`config.mk`:
```
export PLATFORM = sky130hd
export DESIGN_NAME = lsu_buffered
export DESIGN_NICKNAME = d
export VERILOG_FILES = /design/src/rtl/lsu_pkg.sv /design/src/rtl/lsu_store_fifo.sv /design/src/rtl/lsu_buffered.sv
export SDC_FILE = /design/constraint.sdc
export NUM_CORES = 1
export LEC_CHECK = 0
export BUFFER_PORTS_ARGS = -buffer_cell sky130_fd_sc_hd__clkbuf_2
export CAP_MARGIN = 20
export CORE_MARGIN = 1.5
export CORE_UTILIZATION = 40
export CTS_CLUSTER_SIZE = 12
export DETAILED_ROUTE_END_ITERATION = 10
export PLACE_DENSITY = 0.62
export SYNTH_ARGS = -nofsm -noshare
export SYNTH_HDL_FRONTEND = slang
export SYNTH_SLANG_ARGS = --single-unit
```
`constraint.sdc`:
```
create_clock -name clk -period 23.8 [get_ports clk]
set_input_delay 5.95 -clock clk [delete_from_list [all_inputs] [get_ports clk]]
set_output_delay 5.95 -clock clk [all_outputs]
set_load 0.02 [all_outputs]
```
`src/rtl/lsu_pkg.sv`:
```
// lsu_pkg: shared state encodings, access-size constants and lane helpers for the buffered LSU
package lsu_pkg;
    typedef enum logic [2:0] {IDLE, LD_REQ, LD_WAIT, LD_DROP, ST_REQ} state_e;
    localparam logic [3:0] SEL_BYTE = 4'b0001;
    localparam logic [3:0] SEL_HALF = 4'b0011;
    localparam logic [3:0] SEL_WORD = 4'b1111;
    typedef struct packed {
        logic [3:0]  we;
        logic [31:0] data;
    } sb_payload_t;
    function automatic logic misaligned(input logic [3:0] sel, input logic [1:0] off);
        return (sel == SEL_HALF && off[0]) || (sel == SEL_WORD && off != 2'b00);
    endfunction
    function automatic logic [3:0] strobe(input logic [3:0] sel, input logic [1:0] off);
        return sel == SEL_WORD ? 4'b1111 : sel == SEL_HALF ? (off[1] ? 4'b1100 : 4'b0011) : 4'b0001 << off;
    endfunction
    function automatic logic [31:0] extract(input logic [31:0] rdata, input logic [3:0] sel,
                                            input logic [1:0] off, input logic sext);
        logic [7:0]  b;
        logic [15:0] h;
        b = 8'(rdata >> {off, 3'b000});
        h = off[1] ? rdata[31:16] : rdata[15:0];
        return sel == SEL_BYTE ? {{24{sext & b[7]}}, b} : sel == SEL_HALF ? {{16{sext & h[15]}}, h} : rdata;
    endfunction
endpackage

```
`src/rtl/lsu_store_fifo.sv`:
```
// lsu_store_fifo: synchronous store-buffer FIFO with a parallel word-address match over valid entries
module lsu_store_fifo
    import lsu_pkg::*;
#(
    parameter int DEPTH = 4,
    parameter int CNT_W = $clog2(DEPTH) + 1,
    parameter int AW    = 30
) (
    input  logic             clk,
    input  logic             rst,
    input  logic             push,
    input  logic             pop,
    input  logic [AW-1:0]    push_addr,
    input  logic [3:0]       push_we,
    input  logic [31:0]      push_data,
    input  logic [AW-1:0]    cmp_addr,
    output logic [AW-1:0]    head_addr,
    output logic [3:0]       head_we,
    output logic [31:0]      head_data,
    output logic             hit,
    output logic             full,
    output logic             empty,
    output logic [CNT_W-1:0] count
);
    localparam int PW = $clog2(DEPTH);
    logic [AW-1:0]    addr_q [DEPTH];
    logic [AW-1:0]    addr_d [DEPTH];
    sb_payload_t      pay_q  [DEPTH];
    sb_payload_t      pay_d  [DEPTH];
    logic [PW-1:0]    rel    [DEPTH];
    logic [PW-1:0]    wptr_q, wptr_d, rptr_q, rptr_d;
    logic [CNT_W-1:0] count_q, count_d;
    always_comb begin
        addr_d = addr_q;
        pay_d = pay_q;
        if (push) begin
            addr_d[wptr_q] = push_addr;
            pay_d[wptr_q] = '{we: push_we, data: push_data};
        end
        wptr_d = wptr_q + PW'(push);
        rptr_d = rptr_q + PW'(pop);
        count_d = count_q + CNT_W'(push) - CNT_W'(pop);
        hit = 1'b0;
        for (int i = 0; i < DEPTH; i++) begin
            rel[i] = PW'(i) - rptr_q;
            hit = hit | ({1'b0, rel[i]} < count_q && addr_q[i] == cmp_addr);
        end
    end
    always_ff @(posedge clk) begin
        if (rst) begin
            wptr_q <= '0;
            rptr_q <= '0;
            count_q <= '0;
        end else begin
            wptr_q <= wptr_d;
            rptr_q <= rptr_d;
            count_q <= count_d;
            addr_q <= addr_d;
            pay_q <= pay_d;
        end
    end
    assign head_addr = addr_q[rptr_q];
    assign head_we = pay_q[rptr_q].we;
    assign head_data = pay_q[rptr_q].data;
    assign full = count_q == CNT_W'(DEPTH);
    assign empty = count_q == '0;
    assign count = count_q;
endmodule

```
`src/rtl/lsu_buffered.sv`:
```
// lsu_buffered: memory-access stage with alignment traps, a posted store buffer and multi-cycle bus loads
module lsu_buffered
    import lsu_pkg::*;
#(
    parameter int ADDR_WIDTH = 32,
    parameter int SB_DEPTH   = 4,
    parameter int SB_CNT_W   = $clog2(SB_DEPTH) + 1
) (
    input  logic                  clk,
    input  logic                  rst,
    input  logic                  req_valid,
    output logic                  req_ready,
    input  logic                  req_read,
    input  logic                  req_write,
    input  logic                  req_sign_ext,
    input  logic [3:0]            req_sel,
    input  logic [ADDR_WIDTH-1:0] req_addr,
    input  logic [31:0]           req_wdata,
    input  logic                  flush,
    output logic                  adel,
    output logic                  ades,
    output logic [ADDR_WIDTH-1:0] badvaddr,
    output logic                  resp_valid,
    output logic [31:0]           resp_rdata,
    output logic [SB_CNT_W-1:0]   sb_count,
    output logic                  sb_empty,
    output logic                  bus_req,
    output logic [3:0]            bus_we,
    output logic [ADDR_WIDTH-1:0] bus_addr,
    output logic [31:0]           bus_wdata,
    input  logic                  bus_gnt,
    input  logic                  bus_rvalid,
    input  logic [31:0]           bus_rdata
);
    localparam int WA = ADDR_WIDTH - 2;
    state_e                state_q, state_d;
    logic [ADDR_WIDTH-1:0] ld_addr_q, ld_addr_d;
    logic [3:0]            ld_sel_q, ld_sel_d;
    logic                  ld_sext_q, ld_sext_d;
    logic                  resp_valid_q, resp_valid_d;
    logic [31:0]           resp_rdata_q, resp_rdata_d;
    logic                  mis, full, empty, hit, st_accept, ld_accept, pop;
    logic [WA-1:0]         head_addr;
    logic [3:0]            head_we;
    logic [31:0]           head_data;
    assign mis = misaligned(req_sel, req_addr[1:0]);
    assign adel = req_valid & req_read & mis;
    assign ades = req_valid & req_write & mis;
    assign badvaddr = (adel | ades) ? req_addr : '0;
    assign st_accept = req_valid & req_write & ~mis & ~full & (state_q == IDLE || state_q == ST_REQ);
    assign ld_accept = req_valid & req_read & ~mis & ~hit & (state_q == IDLE);
    assign req_ready = adel | ades | st_accept | ld_accept;
    assign pop = (state_q == ST_REQ) & bus_gnt;
    lsu_store_fifo #(.DEPTH(SB_DEPTH), .CNT_W(SB_CNT_W), .AW(WA)) u_fifo (
        .clk       (clk),
        .rst       (rst),
        .push      (st_accept),
        .pop       (pop),
        .push_addr (req_addr[ADDR_WIDTH-1:2]),
        .push_we   (strobe(req_sel, req_addr[1:0])),
        .push_data (req_wdata << {req_addr[1:0], 3'b000}),
        .cmp_addr  (req_addr[ADDR_WIDTH-1:2]),
        .head_addr (head_addr),
        .head_we   (head_we),
        .head_data (head_data),
        .hit       (hit),
        .full      (full),
        .empty     (empty),
        .count     (sb_count)
    );
    always_comb begin
        state_d = state_q;
        ld_addr_d = ld_addr_q;
        ld_sel_d = ld_sel_q;
        ld_sext_d = ld_sext_q;
        resp_valid_d = 1'b0;
        resp_rdata_d = resp_rdata_q;
        case (state_q)
            IDLE: begin
                if (ld_accept) begin
                    state_d = LD_REQ;
                    ld_addr_d = req_addr;
                    ld_sel_d = req_sel;
                    ld_sext_d = req_sign_ext;
                end else if (!empty) begin
                    state_d = ST_REQ;
                end
            end
            // a grant that coincides with flush has already launched the read, so its data must be absorbed
            LD_REQ: state_d = bus_gnt ? (flush ? LD_DROP : LD_WAIT) : flush ? IDLE : LD_REQ;
            LD_WAIT: begin
                if (bus_rvalid) begin
                    state_d = IDLE;
                    resp_valid_d = ~flush;
                    resp_rdata_d = extract(bus_rdata, ld_sel_q, ld_addr_q[1:0], ld_sext_q);
                end else if (flush) begin
                    state_d = LD_DROP;
                end
            end
            LD_DROP: state_d = bus_rvalid ? IDLE : LD_DROP;
            ST_REQ: state_d = bus_gnt ? IDLE : ST_REQ;
            default: state_d = IDLE;
        endcase
    end
    always_ff @(posedge clk) begin
        if (rst) begin
            state_q <= IDLE;
            ld_addr_q <= '0;
            ld_sel_q <= '0;
            ld_sext_q <= 1'b0;
            resp_valid_q <= 1'b0;
            resp_rdata_q <= '0;
        end else begin
            state_q <= state_d;
            ld_addr_q <= ld_addr_d;
            ld_sel_q <= ld_sel_d;
            ld_sext_q <= ld_sext_d;
            resp_valid_q <= resp_valid_d;
            resp_rdata_q <= resp_rdata_d;
        end
    end
    assign resp_valid = resp_valid_q;
    assign resp_rdata = resp_rdata_q;
    assign sb_empty = empty;
    assign bus_req = state_q == LD_REQ || state_q == ST_REQ;
    assign bus_we = state_q == ST_REQ ? head_we : 4'b0000;
    assign bus_addr = state_q == ST_REQ ? {head_addr, 2'b00} :
                      state_q == LD_REQ ? {ld_addr_q[ADDR_WIDTH-1:2], 2'b00} : '0;
    assign bus_wdata = state_q == ST_REQ ? head_data : '0;
endmodule

```
After elaboration in Yosys (flattened, before gate mapping) --
Index checks and enable logic that the tools add are counted.
Word-level totals: word-level logic and storage cells 133, register bits 344, input bits 109, output and inout bits 141
Operators by class: reductions and logical operators 18, magnitude comparators 7, bitwise gates (word level) 28, add/sub/neg operators 8, equality and inequality tests 15, muxes and demuxes 33, shifts and indexed selects 3
Operators with widths (count):
- two-way mux 32 bit | 6
- bitwise mux 144 bit | 1
- bitwise mux 120 bit | 1
- == test 30 bit | 4
- two-way mux 36 bit | 3
- two-way mux 30 bit | 3
- binary-select mux 36 bit (select 2 bit) | 1
- demux 36 bit (select 2 bit) | 1
- binary-select mux 30 bit (select 2 bit) | 1
- demux 30 bit (select 2 bit) | 1
- << shifter 32 x 5 -> 32 bit | 1
- right shift 32 x 5 -> 8 bit | 1
- two-way mux 16 bit | 1
- two-way mux 4 bit | 4
- two-way mux 3 bit | 5
- one-hot mux 3 bit (5 select lines) | 1
- AND 1 bit | 13
- < comparator 2 x 3 -> 1 bit | 4
- == test 4 x 2 -> 1 bit, second input constant | 2
- AND reduction 2 bit | 4
- logical AND 1 bit | 7
- NOT 1 bit | 7
- == test 3 x 2 -> 1 bit, second input constant | 2
- == test 3 bit, second input constant | 2
- other kinds (20) | 36

Logic depth before layout (Yosys ltp) --
depth in word-level cells 11, mapped depth 15, depth with buffers taken out 9

Cells and area by module --
Synthesis repeated with hierarchy kept, for this count alone.
Unflattened totals: cell total of the unflattened synthesis 1211, area, all modules 16445.8 um2
Modules (own cells, without submodules):
- lsu_store_fifo | sequential area each 8067.7 um2, times used 1, cells an instance 594, area each 11439.7 um2
- lsu_buffered | sequential area each 1461.4 um2, times used 1, cells an instance 617, area each 5006.1 um2

Least setup slack after synthesis --
OpenSTA, ideal clock, no wires.
kind input-to-reg, start point input req_addr[0], end point register u_fifo.addr_q[60] in the netlist's numbering (enable), setup slack 9.732 ns, setup time 0.676 ns, stages 4, data arrival time 13.392 ns, buffers on the path 0, data required time 23.124 ns, cell sequence o211ai_1 > a21oi_1 > a311o_1 > nor4b_1
On the way: word-level cells in the longest chain between the ends 8, elaborated cells on any way between the ends 9, classes of those cells bitwise: 4; reduce/logical: 5
RTL lines:
- from (decl) | RTL line lsu_buffered.sv:17 | input logic [ADDR_WIDTH-1:0] req_addr,
- nonzero test 2 bit | RTL line lsu_pkg.sv:12 | return (sel == SEL_HALF && off[0]) || (sel == SEL_WORD && off != 2'b00);
- logical AND 1 bit | RTL line lsu_pkg.sv:12
- logical OR 1 bit (*) | RTL line lsu_pkg.sv:12
- NOT 1 bit (*) | RTL line lsu_buffered.sv:50 | assign st_accept = req_valid & req_write & ~mis & ~full & (state_q == IDLE || state_q == ST_REQ);
- AND 1 bit (*) (3 in series) | RTL line lsu_buffered.sv:50
- AND reduction 2 bit (no source line) (*)
- to (signal assigned) | RTL line lsu_store_fifo.sv:58 | addr_q <= addr_d;
- to (decl) | RTL line lsu_store_fifo.sv:26 | logic [AW-1:0] addr_q [DEPTH];
Mark *: on every way between the ends. The rest lies on a longest branch, timed or not. A chain may end at the register's enable or synchronous reset.

Worst setup path in the final report --
start point input req_addr[0], end point output req_ready
On the way: word-level cells in the longest chain between the ends 9, elaborated cells on any way between the ends 16, classes of those cells bitwise: 12; reduce/logical: 4
RTL lines:
- nonzero test 2 bit | RTL line lsu_pkg.sv:12
- logical AND 1 bit | RTL line lsu_pkg.sv:12
- logical OR 1 bit (*) | RTL line lsu_pkg.sv:12
- NOT 1 bit | RTL line lsu_buffered.sv:50, lsu_buffered.sv:51
- AND 1 bit (3 in series) | RTL line lsu_buffered.sv:50
- bitwise OR 1 bit | RTL line lsu_buffered.sv:52 | assign req_ready = adel | ades | st_accept | ld_accept;
- bitwise OR 1 bit (*) | RTL line lsu_buffered.sv:52
- to (decl) | RTL line lsu_buffered.sv:12 | output logic req_ready,
Marks and branches as above.

==> flow_summary.yaml <==
worst_setup_path:
  slowest_delay_ns: 0.49
  critPathLaunch: "req_addr[0]"
  critPathArrivalTime_ns: 8.49
  r2r-start: "u_fifo.rptr_q[0]$_SDFF_PP0_"
  slowest_stage: "or4_1"
  path_class: "input port to output port"
  start_kind: "input port"
  crit_required_ns: 17.85
  critPathTopFamily: "simple AND/OR/NAND/NOR gates"
  crit_path_frequent_cell: "clkbuf_2"
  worstSetupEndpointType: "output port"
  cp_max_fo: 41
  path_cells: "clkbuf_2 > buf_4 > or3b_2 > a21oi_1 > nor2_1 > o31ai_1 > nor4_1 > and3b_2 > or4_1 > clkbuf_2"
  path_buf_inv: 3
timing:
  slew_violations: 0
  finalClockSkew_ns: 0.0179
  final.setup.tns_ns: 0
  fin_crit_sh_pct: 60.7
  worst_slew_pin_slew_ns: 1.02
  setup_viol: 0
  rsz0062_at_grt: "false"
  fin_crit_ns: 14.44
  fin_hold_ws_ns: 0.469
  fmax_mhz: 69.2
  hold_violations: 0
  timing.final.ws_setup_ns: 9.36
  slew_headroom_pct: 32.1
clock_network:
  cts_max_level: 2
  path_clk_slew_ns: 0.06
  clk_latency_ns: 0.55
  cts_setup_buffers: 0
  cts.sinks: 344
  cts_hold_buf: 0
  numCtsBuffers: 39
  root_buffer: "clkbuf_16"
  cts_resized: 0
  cts_buffer_depth: 3
  cts_tree: "built"
yosys:
  synth_edf_count: 264
  synthCells: 1196
  avgSynthCellArea_sq_um: 13.7
  yosysSeqAreaShare_pct: 58.2
  synth_mux_area_share_pct: 14.4
  yosys.area_share.xor_xnor_pct: 6.74
  ys_ff_latch: 344
  synthFlopType: "edfxtp_1"
  synth_warnings: 0
  async_reset_ff_share_pct: 0
  synthAdderAreaFrac_pct: 0.734
  synth_compound_area_share_pct: 5.02
  synth_area_sq_mm: 0.0164
  synth_top_family_by_area: "multiplexers"
  ys_types: 49
  synthSimpleGateAreaFrac_pct: 11.4
finish:
  finalNonFillerCells: 1949
  final_util_pct: 47.8
  antenna_cells: 0
  syn_to_final_growth_pct: 16.8
  fillCellCount: 3586
  multiInputGateArea_sq_mm: 0.00631
  drive_gt1_share_pct: 28.8
  layout.nets: 1514
  layout.area.seq_sq_mm: 0.00953
  final_cell_area_sq_mm: 0.0191
min_path:
  worstHoldStart: "resp_rdata[7]$_SDFFE_PP0P_"
  min_path_type: "register to register"
route:
  viasPerCell: 5.42
  ant_nets: 0
  drc_errors: 0
  firstDrtPassIters: 5
  drtIter0Drc: 900
  routed_wl_um: 44300
  wl_per_cell_um: 22.7
  vias: 10600
place:
  dp.cells: 1880
  hpwl_um: 29100
  place.gp.congestion: 0.848
  placed_area_sq_mm: 0.0179
  io_buffers: 247
  post-place-ws_ns: 9.35
floorplan:
  start_util_pct: 40.9
  die_y_um: 205
  num_rows: 73
  coreArea_sq_mm: 0.0400
  die_w_um: 205
  pin_count: 250
  dieArea_sq_mm: 0.0421
pwr:
  power_mw: 1.53
  switchingPower_mw: 0.424
  seq_power_share_pct: 45.2
  internal-power_mw: 1.11
  pwr-share-clk_pct: 37.5
  switching_share_pct: 27.6
  power_density_mw_per_mm2: 80.2
  ir_worst_vdd_v: 0.0000631
  leakagePower_nw: 7.08
  power.share.combinational_pct: 17.3
grt:
  grt_overflow: 0
  grt_pass1_wl_um: 65600
  antenna_found_initial: 1
  grt_usage_pct: 20.9
  grt_start_max_net_pins: 74
  grt_pass1_vias: 10500
flow_run:
  drv_cap: 0
outcome:
  outcome: "finished clean"
-- power groups by stage --
stage          clock network [mW]  logic [mW]  registers [mW]
4_1_cts                     0.587       0.269           0.694
5_1_grt                     0.608       0.285           0.696
6_report                    0.574       0.266           0.692
3_5_place_dp                    0       0.268           0.706
2_1_floorplan                   0       0.184           0.697
3_3_place_gp                    0       0.266           0.705
-- layer usage --
layer,up-vias,wire [um],part of all wire (%),track usage [%]
li1,4827,-,-,-
met1,5356,20600,47,30.6
met2,323,20400,46,32.3
met3,58,2450,5.5,3.52
met4,2,778,1.8,5.14
met5,-,13,0.029,0
-- worst paths after layout --
kind | slack, ns | endpoint | depth (start not counted)
min | 0.47 | resp_rdata[7]$_SDFFE_PP0P_ | 2
min reg2reg | 0.47 | resp_rdata[7]$_SDFFE_PP0P_ | 2
max reg2reg | 20.28 | ld_addr_q[8]$_SDFFE_PP0P_ | 10
max | 9.36 | req_ready | 10
-- sequential cells by signal, summed over array words and instances (netlist names), 2 cells and up --
signal         count
u_fifo.pay_q     144
ld_addr_q         32
u_fifo.rptr_q      2
resp_rdata        32
ld_sel_q           4
u_fifo.wptr_q      2
u_fifo.count       3
state_q            3
u_fifo.addr_q    120
-- Yosys cell counts (6+ instances only) --
library cell    n  area [sq um]
nand4_1         7          43.8
edfxtp_1      264          7930
nor2_1         59           221
ha_1            8           100
and2_1          9          56.3
nand2b_1       79           494
inv_1          11          41.3
buf_1          11          41.3
xnor2_1        14           123
xor2_1        112           981
o21ai_0        12          60.1
mux2_2          8          90.1
buf_6           6          67.6
a211oi_1       24           180
and3_1         40           250
a22o_1         30           263
nand2_1        32           120
nand3_1         7          35.0
nor4_1         28           175
dfxtp_1        80          1600
mux4_2         73          1640
clkbuf_1       64           240
a21oi_1        39           195
buf_2          16          80.1
nor2b_1        46           288
mux2i_1        62           621
nor3_1         22           110
-- cells by family after synthesis --
family,Yosys count
DFF,344
and+or+nand+nor,338
muxes,143
xor gates and xnor gates,126
AOI/OAI and AO/OA,119
buffers and inverters,116
adders and majority gates,9
other,1
-- worst reg2reg max path: cells and delay by family, from the launching register on --
kind,cells,cell delay [ns]
flip-flops,1,0.94
adder cells (fa/ha/maj),1,0.27
XOR/XNOR,1,0.25
AND/OR/NAND/NOR,3,0.80
AO/OA/AOI/OAI,2,0.22
multiplexers,1,0.31
buffers and inverters,2,0.67
-- area by class of cell --
| type | instances | area share [%] |
|---|---|---|
| Multi-Input combinational cell | 737 | 33.0 |
| Tap cell | 525 | 3.44 |
| Timing Repair Buffer | 263 | 7.11 |
| Sequential cell | 344 | 49.9 |
| Clock inverter | 18 | 0.766 |
| Inverter | 11 | 0.216 |
| Clock buffer | 51 | 5.56 |
-- layout by cell type (no fill, tap or decap), types with 30 or more instances in the layout --
| master | n |
|---|---|
| edfxtp_1 | 264 |
| clkbuf_2 | 246 |
| xor2_1 | 112 |
| nand2b_1 | 79 |
| dfxtp_1 | 78 |
| mux4_2 | 73 |
| mux2i_1 | 62 |
| nor2_1 | 56 |
| nor2b_1 | 45 |
| clkbuf_16 | 40 |
| a21oi_1 | 39 |
| and3_1 | 39 |
| nand2_1 | 32 |
| a22o_1 | 30 |
No activity file was read; power rests on OpenSTA's default activity.
